**src/rtl/cpu_pkg.sv**
```systemverilog
// Shared CPU types: 32-bit machine word and the PC sequencer state encoding.
package cpu_pkg;

  typedef logic [31:0] word_t;

  typedef enum logic [1:0] {
    ST_BOOT = 2'd0,
    ST_RUN  = 2'd1,
    ST_HALT = 2'd2
  } pc_state_t;

endpackage

```
**src/rtl/branch_cond.sv**
```systemverilog
// Resolves BEQ/BNE against the ALU zero flag; purely combinational.
module branch_cond (
  input  logic i_branch,
  input  logic i_branch_ne,
  input  logic i_zero,
  output logic o_cond
);

  assign o_cond = (i_branch & i_zero) | (i_branch_ne & ~i_zero);

endmodule

```
**src/rtl/pc_control.sv**
```systemverilog
// Program counter sequencer: BOOT hold, RUN next-PC select, sticky HALT.
// pcOut/takenCount/halted are registered; pcPlus4 and branchTaken are combinational.
module pc_control
  import cpu_pkg::*;
#(
  parameter word_t RESET_VECTOR = 32'h0000_0000
) (
  input  logic        clk,
  input  logic        reset,
  input  logic        inpBranch,
  input  logic        inpBranchNe,
  input  logic        inpZero,
  input  logic        inpJump,
  input  logic [31:0] inpImm,
  input  logic [25:0] inpJumpAddr,
  input  logic        inpStall,
  input  logic        inpHalt,
  output logic [31:0] pcOut,
  output logic [31:0] pcPlus4,
  output logic        branchTaken,
  output logic [15:0] takenCount,
  output logic        halted
);

  pc_state_t   r_state;
  word_t       r_pc;
  logic [15:0] r_taken_cnt;
  logic        r_halted;

  logic  w_cond;
  logic  w_taken;
  word_t w_pc_plus4;
  word_t w_br_target;
  word_t w_jump_target;

  branch_cond u_branch_cond (
    .i_branch    (inpBranch),
    .i_branch_ne (inpBranchNe),
    .i_zero      (inpZero),
    .o_cond      (w_cond)
  );

  assign w_pc_plus4    = r_pc + 32'd4;
  assign w_br_target   = w_pc_plus4 + (inpImm << 2);
  assign w_jump_target = {w_pc_plus4[31:28], inpJumpAddr, 2'b00};

  // Reset is folded in so a branch presented alongside reset never reports taken.
  assign w_taken = (r_state == ST_RUN) & ~reset & ~inpHalt & ~inpStall & ~inpJump & w_cond;

  always_ff @(posedge clk) begin
    if (reset) begin
      r_state     <= ST_BOOT;
      r_pc        <= RESET_VECTOR;
      r_taken_cnt <= 16'd0;
      r_halted    <= 1'b0;
    end else begin
      case (r_state)
        ST_BOOT: begin
          r_state <= ST_RUN;
        end
        ST_RUN: begin
          if (inpHalt) begin
            r_state  <= ST_HALT;
            r_halted <= 1'b1;
          end else if (inpStall) begin
            r_pc <= r_pc;
          end else if (inpJump) begin
            r_pc <= w_jump_target;
          end else if (w_taken) begin
            r_pc <= w_br_target;
            if (r_taken_cnt != 16'hFFFF) begin
              r_taken_cnt <= r_taken_cnt + 16'd1;
            end
          end else begin
            r_pc <= w_pc_plus4;
          end
        end
        ST_HALT: begin
          r_state <= ST_HALT;
        end
        default: begin
          r_state  <= ST_BOOT;
          r_halted <= 1'b0;
        end
      endcase
    end
  end

  assign pcOut       = r_pc;
  assign pcPlus4     = w_pc_plus4;
  assign branchTaken = w_taken;
  assign takenCount  = r_taken_cnt;
  assign halted      = r_halted;

endmodule

```
**config.mk**
```make
export PLATFORM = sky130hd
export DESIGN_NAME = pc_control
export DESIGN_NICKNAME = d
export VERILOG_FILES = /design/src/rtl/cpu_pkg.sv /design/src/rtl/branch_cond.sv /design/src/rtl/pc_control.sv
export SDC_FILE = /design/constraint.sdc
export NUM_CORES = 1
export LEC_CHECK = 0
export ABC_AREA = 1
export BUFFER_PORTS_ARGS = -buffer_cell sky130_fd_sc_hd__clkbuf_2
export CORE_MARGIN = 3
export CORE_UTILIZATION = 50
export DETAILED_ROUTE_END_ITERATION = 10
export PLACE_DENSITY = 0.82
export RECOVER_POWER = 50
export SYNTH_ARGS = -nofsm -noshare
export SYNTH_HDL_FRONTEND = slang
export SYNTH_HIERARCHICAL = 1
export SYNTH_SLANG_ARGS = --single-unit
```
**constraint.sdc**
```tcl
create_clock -name clk -period 3.6 [get_ports clk]
set_input_delay 0 -clock clk [delete_from_list [all_inputs] [get_ports clk]]
set_output_delay 0 -clock clk [all_outputs]
set_load 0.05 [all_outputs]
```
== Word-level counts from Yosys, hierarchy flattened ==
Cells that the tools add are included.
Storage, ports and cells
  bits in registers: 51
  input bits: 66
  output and inout port bits: 82
Cells by class
  add/sub/neg operators: 3
  eq/ne operators: 4
  mux-type cells: 6
  bitwise gates (word level): 14
  reduce and logical (&&, ||, !) cells: 5
Operator list (number)
  $mux 32: 2
  $add 32x3->32 const B: 1
  $add 32x32->32: 1
  $add 16x1->16 const B: 1
  $ne 16x16->1 const B: 1
  $and 1x1->1: 7
  $not 1->1: 6
  $pmux 2 s3: 1
  $reduce_and 6->1: 1
  $reduce_and 3->1: 1
  $eq 2x1->1 const B: 1
  $eq 2x2->1 const B: 1
  $logic_not 2->1: 1
  $mux 2: 1
  $ne 2x2->1 const B: 1
  $pmux 1 s2: 1
  $reduce_and 2->1: 1
  $reduce_or 2->1: 1
  $mux 1: 1
  $or 1x1->1: 1

== Logic depth before layout (Yosys ltp) ==
  depth in word-level cells: 8
  depth in mapped cells: 24
  gate-level depth less buffers: 24

== Modules after synthesis ==
The synthesis kept the hierarchy.
Modules (own cells, without submodules)
  pc_control: instances 1, cells each 974, area an instance 5586.6 um^2
  branch_cond: instances 1, cells each 4, area an instance 15.0 um^2

== Worst setup path before layout ==
Ideal clock, no wire load.
  path kind: reg2reg
  from: register r_pc[2] (netlist: pcOut[2])
  to: register r_pc[29] (netlist: pcOut[29])
  library setup time: 0.134 ns
  data arrival time: 3.686 ns
  required time: 3.466 ns
  setup slack: -0.220 ns
  stages on the path, launching flop included: 18
  buffers on the path: 0
  clock period less this slack: 3.820 ns
  path through: dfxtp_1 > ha_1 > nand3_2 > inv_2 > nand2_2 > nor2_1 > xor2_1 > ha_1 > a21oi_1 > nor2_1 > nor2_1 > o21ai_0 > a21oi_1 > nand2_1 > nand2_1 > nand3_1 > nand2_1 > a21oi_1
On the way
  word-level cells in the longest chain between the ends: 4
Ends and longest elaborated chain
  start: declaration: RTL line pc_control.sv:26  | word_t r_pc;
  start signal: assignment: RTL line pc_control.sv:66  | r_pc <= r_pc;
  start signal: assignment: RTL line pc_control.sv:68  | r_pc <= w_jump_target;
  start signal: assignment: RTL line pc_control.sv:70  | r_pc <= w_br_target;
  $add 32x3->32: RTL line pc_control.sv:43  | assign w_pc_plus4 = r_pc + 32'd4;
  net pcPlus4[18]: RTL line pc_control.sv:19  | output logic [31:0] pcPlus4,
  $add 32x32->32: RTL line pc_control.sv:44  | assign w_br_target = w_pc_plus4 + (inpImm << 2);
  $mux 32: RTL line pc_control.sv:69  | end else if (w_taken) begin
  $mux 32: RTL line pc_control.sv:67  | end else if (inpJump) begin
The timed path passes the listed nets, and every way through them passes these cells.
A chain may end at the register's enable or synchronous reset.

== Final worst setup path ==
  from: register r_pc[2] (netlist: pcOut[2])
  to: register r_pc[21] (netlist: pcOut[21])
On the way
  word-level cells in the longest chain between the ends: 4
Ends and longest elaborated chain (RTL line)
  $add 32x3->32 (*): pc_control.sv:43
  $add 32x32->32: pc_control.sv:44
  $mux 32 (*): pc_control.sv:69
  $mux 32 (*): pc_control.sv:67
Mark *: on every way between the ends. The rest lies on a longest branch, timed or not.

==> results.py <==
metrics = {
    "clocking": {
        "clk_latency_ns": 0.30,
        "cts_made_buffers": 5,
        "h-tree-depth": 2,
        "cts_post_setup_buffers_inserted": 0,
        "cts_tree": "built",
        "clk_pin_slew_worst_paths_ns": 0.10,
        "clockBufferDepth": 2,
        "clock-sinks": 49,
        "root_buffer": "clkbuf_8",
    },
    "route": {
        "num_vias": 6661,
        "finalWirelength_um": 18250,
        "first_iter_violations": 779,
        "drt_first_pass_iters": 5,
        "drcViolationCount": 0,
        "vias_per_cell": 5.287,
        "routedWlPerCell_um": 14.48,
        "antenna_left": 0,
    },
    "yosys": {
        "synth_edf_count": 0,
        "yosysSeqAreaShare_pct": 17.51,
        "yosys_warnings": 6,
        "syn_area_per_cell_um2": 5.728,
        "synth_cell_types": 43,
        "synth-main-ff-cell": "dfxtp_1",
        "synthArstFlopShare_pct": 0,
        "syn-cell-area_um2": 5602,
        "ys_ff_latch": 49,
        "syn-instance-count": 978,
    },
    "hold_path": {
        "min_path_cells": 3,
        "hold_class": "in2reg",
    },
    "cells_and_area": {
        "final_common_cell": "nand2_1",
        "nets": 1228,
        "final_cell_count_no_fill": 1260,
        "post-route-util_pct": 59.83,
        "layout.cells.most_common_list": "nand2_1, inv_1, nor2_1",
        "syn2layout_area_growth_pct": 16.28,
        "design_area_um2": 6514,
        "nFillCells": 1152,
        "drive_gt1_share_pct": 12.59,
        "n_antenna_cell": 0,
    },
    "global_route": {
        "grt_pass1_vias": 5862,
        "grt_usage_pct": 28.01,
        "overflow": 0,
        "grt_pass1_wl_um": 29010,
        "grt_max_degree": 40,
        "antenna_found_initial": 0,
    },
    "pwr": {
        "finalPower_w": 0.002061,
        "powerDensity_nw_per_um2": 316.3,
        "ir_worst_vdd_mv": 0.2233,
        "p_leak_nw": 3.311,
    },
    "timing": {
        "finalSetupTns_ns": 0,
        "slew_headroom_pct": 53.28,
        "rsz0062_at_grt": "no",
        "finalCriticalPeriod_ns": 3.265,
        "period_share_pct": 90.69,
        "slew_viol_final": 0,
        "max_freq_mhz": 306.3,
        "worst_hold_slack_ns": -0.007572,
        "finalHoldViolations": 1,
        "finClkSkew_ns": 0.01505,
        "setup_viol": 0,
        "tightest_slew_ns": 0.7000,
    },
    "place": {
        "dp_cells": 1244,
        "io_buffers": 141,
        "place_hpwl_um": 14660,
        "placed_area_um2": 6429,
        "gp_congestion": 0.9753,
    },
    "floorplanning": {
        "fp.dieW_um": 111.8,
        "start_util_pct": 51.45,
        "rows": 38,
        "die_height_um": 111.8,
        "dieArea_um2": 12510,
        "core_um2": 10890,
        "io_pins": 148,
    },
    "run": {
        "maxCapViolations": 0,
    },
    "worst_setup_path": {
        "cp.required_ns": 3.83,
        "r2r_cells": 19,
        "crit_arrival_ns": 3.49,
        "worstSetupPathType": "reg2reg",
        "worst_setup_path_start_kind": "flip-flop",
        "worst-path-max-fanout": 7,
        "cp-end-kind": "flip-flop",
    },
    "run_status": {
        "failed_checks": "hold timing",
        "status": "complete, but fails checks",
    },
}
[cells in the mapped netlist, types with 4 or more instances]
cell	count	area [um2]
nor3_1	16	80.08
nor2_4	4	45.04
xor2_1	24	210.2
o21ai_0	51	255.2
a21oi_1	87	435.4
dfxtp_1	49	980.9
ha_1	40	500.5
buf_4	5	37.54
and2_1	4	25.02
or2_2	4	25.02
nand2_1	303	1137
nand2_2	7	43.79
inv_1	137	514.2
o211ai_1	4	30.03
buf_2	4	20.02
nand3_1	61	305.3
xnor2_1	7	61.31
nor2_1	88	330.3
o21ai_1	6	30.03
a31oi_1	6	37.54
nor2_2	7	43.79
inv_2	5	18.77
nand4_1	10	62.56
clkbuf_1	13	48.80
[worst paths after layout]
kind | start | endpoint | slack, ns
min | inpJumpAddr[17] | pcOut[19] | -0.008
max reg2reg | pcOut[2] | pcOut[21] | 0.34
min reg2reg | halted | halted | 0.49
max | pcOut[2] | pcOut[21] | 0.34
[power breakdown]
part	leakage [nW]	internal, W	switching [W]
clock network	0.0399	0.000129	0.000188
logic	2.87	0.000304	0.000782
registers	0.397	0.000591	0.0000665
total	3.31	0.00102	0.00104
[metrics by stage]
stage,hold WS (ns),worst slack [ns]
3_3_place_gp,0.2864,0.3568
6_report,-0.007572,0.3352
4_1_cts,0.0009391,0.2464
5_1_grt,0.004353,0.01798
3_5_place_dp,0.2934,0.2750
2_1_floorplan,0.1645,0.03368
[cell families (layout without fill, tap and decap cells)]
family                   count (synthesis)  count (layout)  synth area share [%]
adder cells (fa/ha/maj)                 41              41                 9.292
AO/OA/AOI/OAI                          166             166                 15.77
other                                    1               4               0.06694
XOR/XNOR                                31              31                 4.847
flip-flops                              49              49                 17.51
AND/OR/NAND/NOR                        520             520                 40.34
buffers and inverters                  170             309                 12.17
[critical path: stages (launching register included)]
cell and delay (ns):
dfxtp_2 0.42, ha_2 0.26, nand3_2 0.17, inv_2 0.09, nand2_2 0.09, nor2_4 0.18
nand2_2 0.10, xor2_1 0.25, inv_1 0.10, ha_1 0.36, nand2_1 0.10, inv_1 0.10
a21oi_1 0.09, o21ai_0 0.33, inv_1 0.10, nand2_1 0.08, nand2_1 0.05, nand3_1 0.07
nand2_1 0.10, a21oi_1 0.15
[layer usage]
layer,global-route usage (%),share of wire [%],up-vias
met1,40.40,44,2909
met4,4.866,1.6,0
met3,3.913,9.2,20
met5,0,0,-
li1,-,-,3416
met2,45.12,45,316
[registers in the layout, indices dropped and copies added, names as in the netlist]
| name | cells |
|---|---|
| r_state | 2 |
| takenCount | 16 |
| halted | 1 |
| pcOut | 30 |
[repair_timing]
action                     4_1_cts  5_1_grt
hold buffers                    10        0
resized for setup                0        3
hold endpoints to repair        10        0
setup endpoints to repair        0       10
[cell type report]
type	count	area, um2	area share (%)
inverters	145	548.0	8.413
multi-input cells	762	3944	60.55
well taps	140	175.2	2.689
clock buffers	5	68.82	1.056
clock inverters	1	5.005	0.07683
flip-flops and latches	49	982.2	15.08
repair buffers	158	790.8	12.14
(Power assumes the default switching activity.)
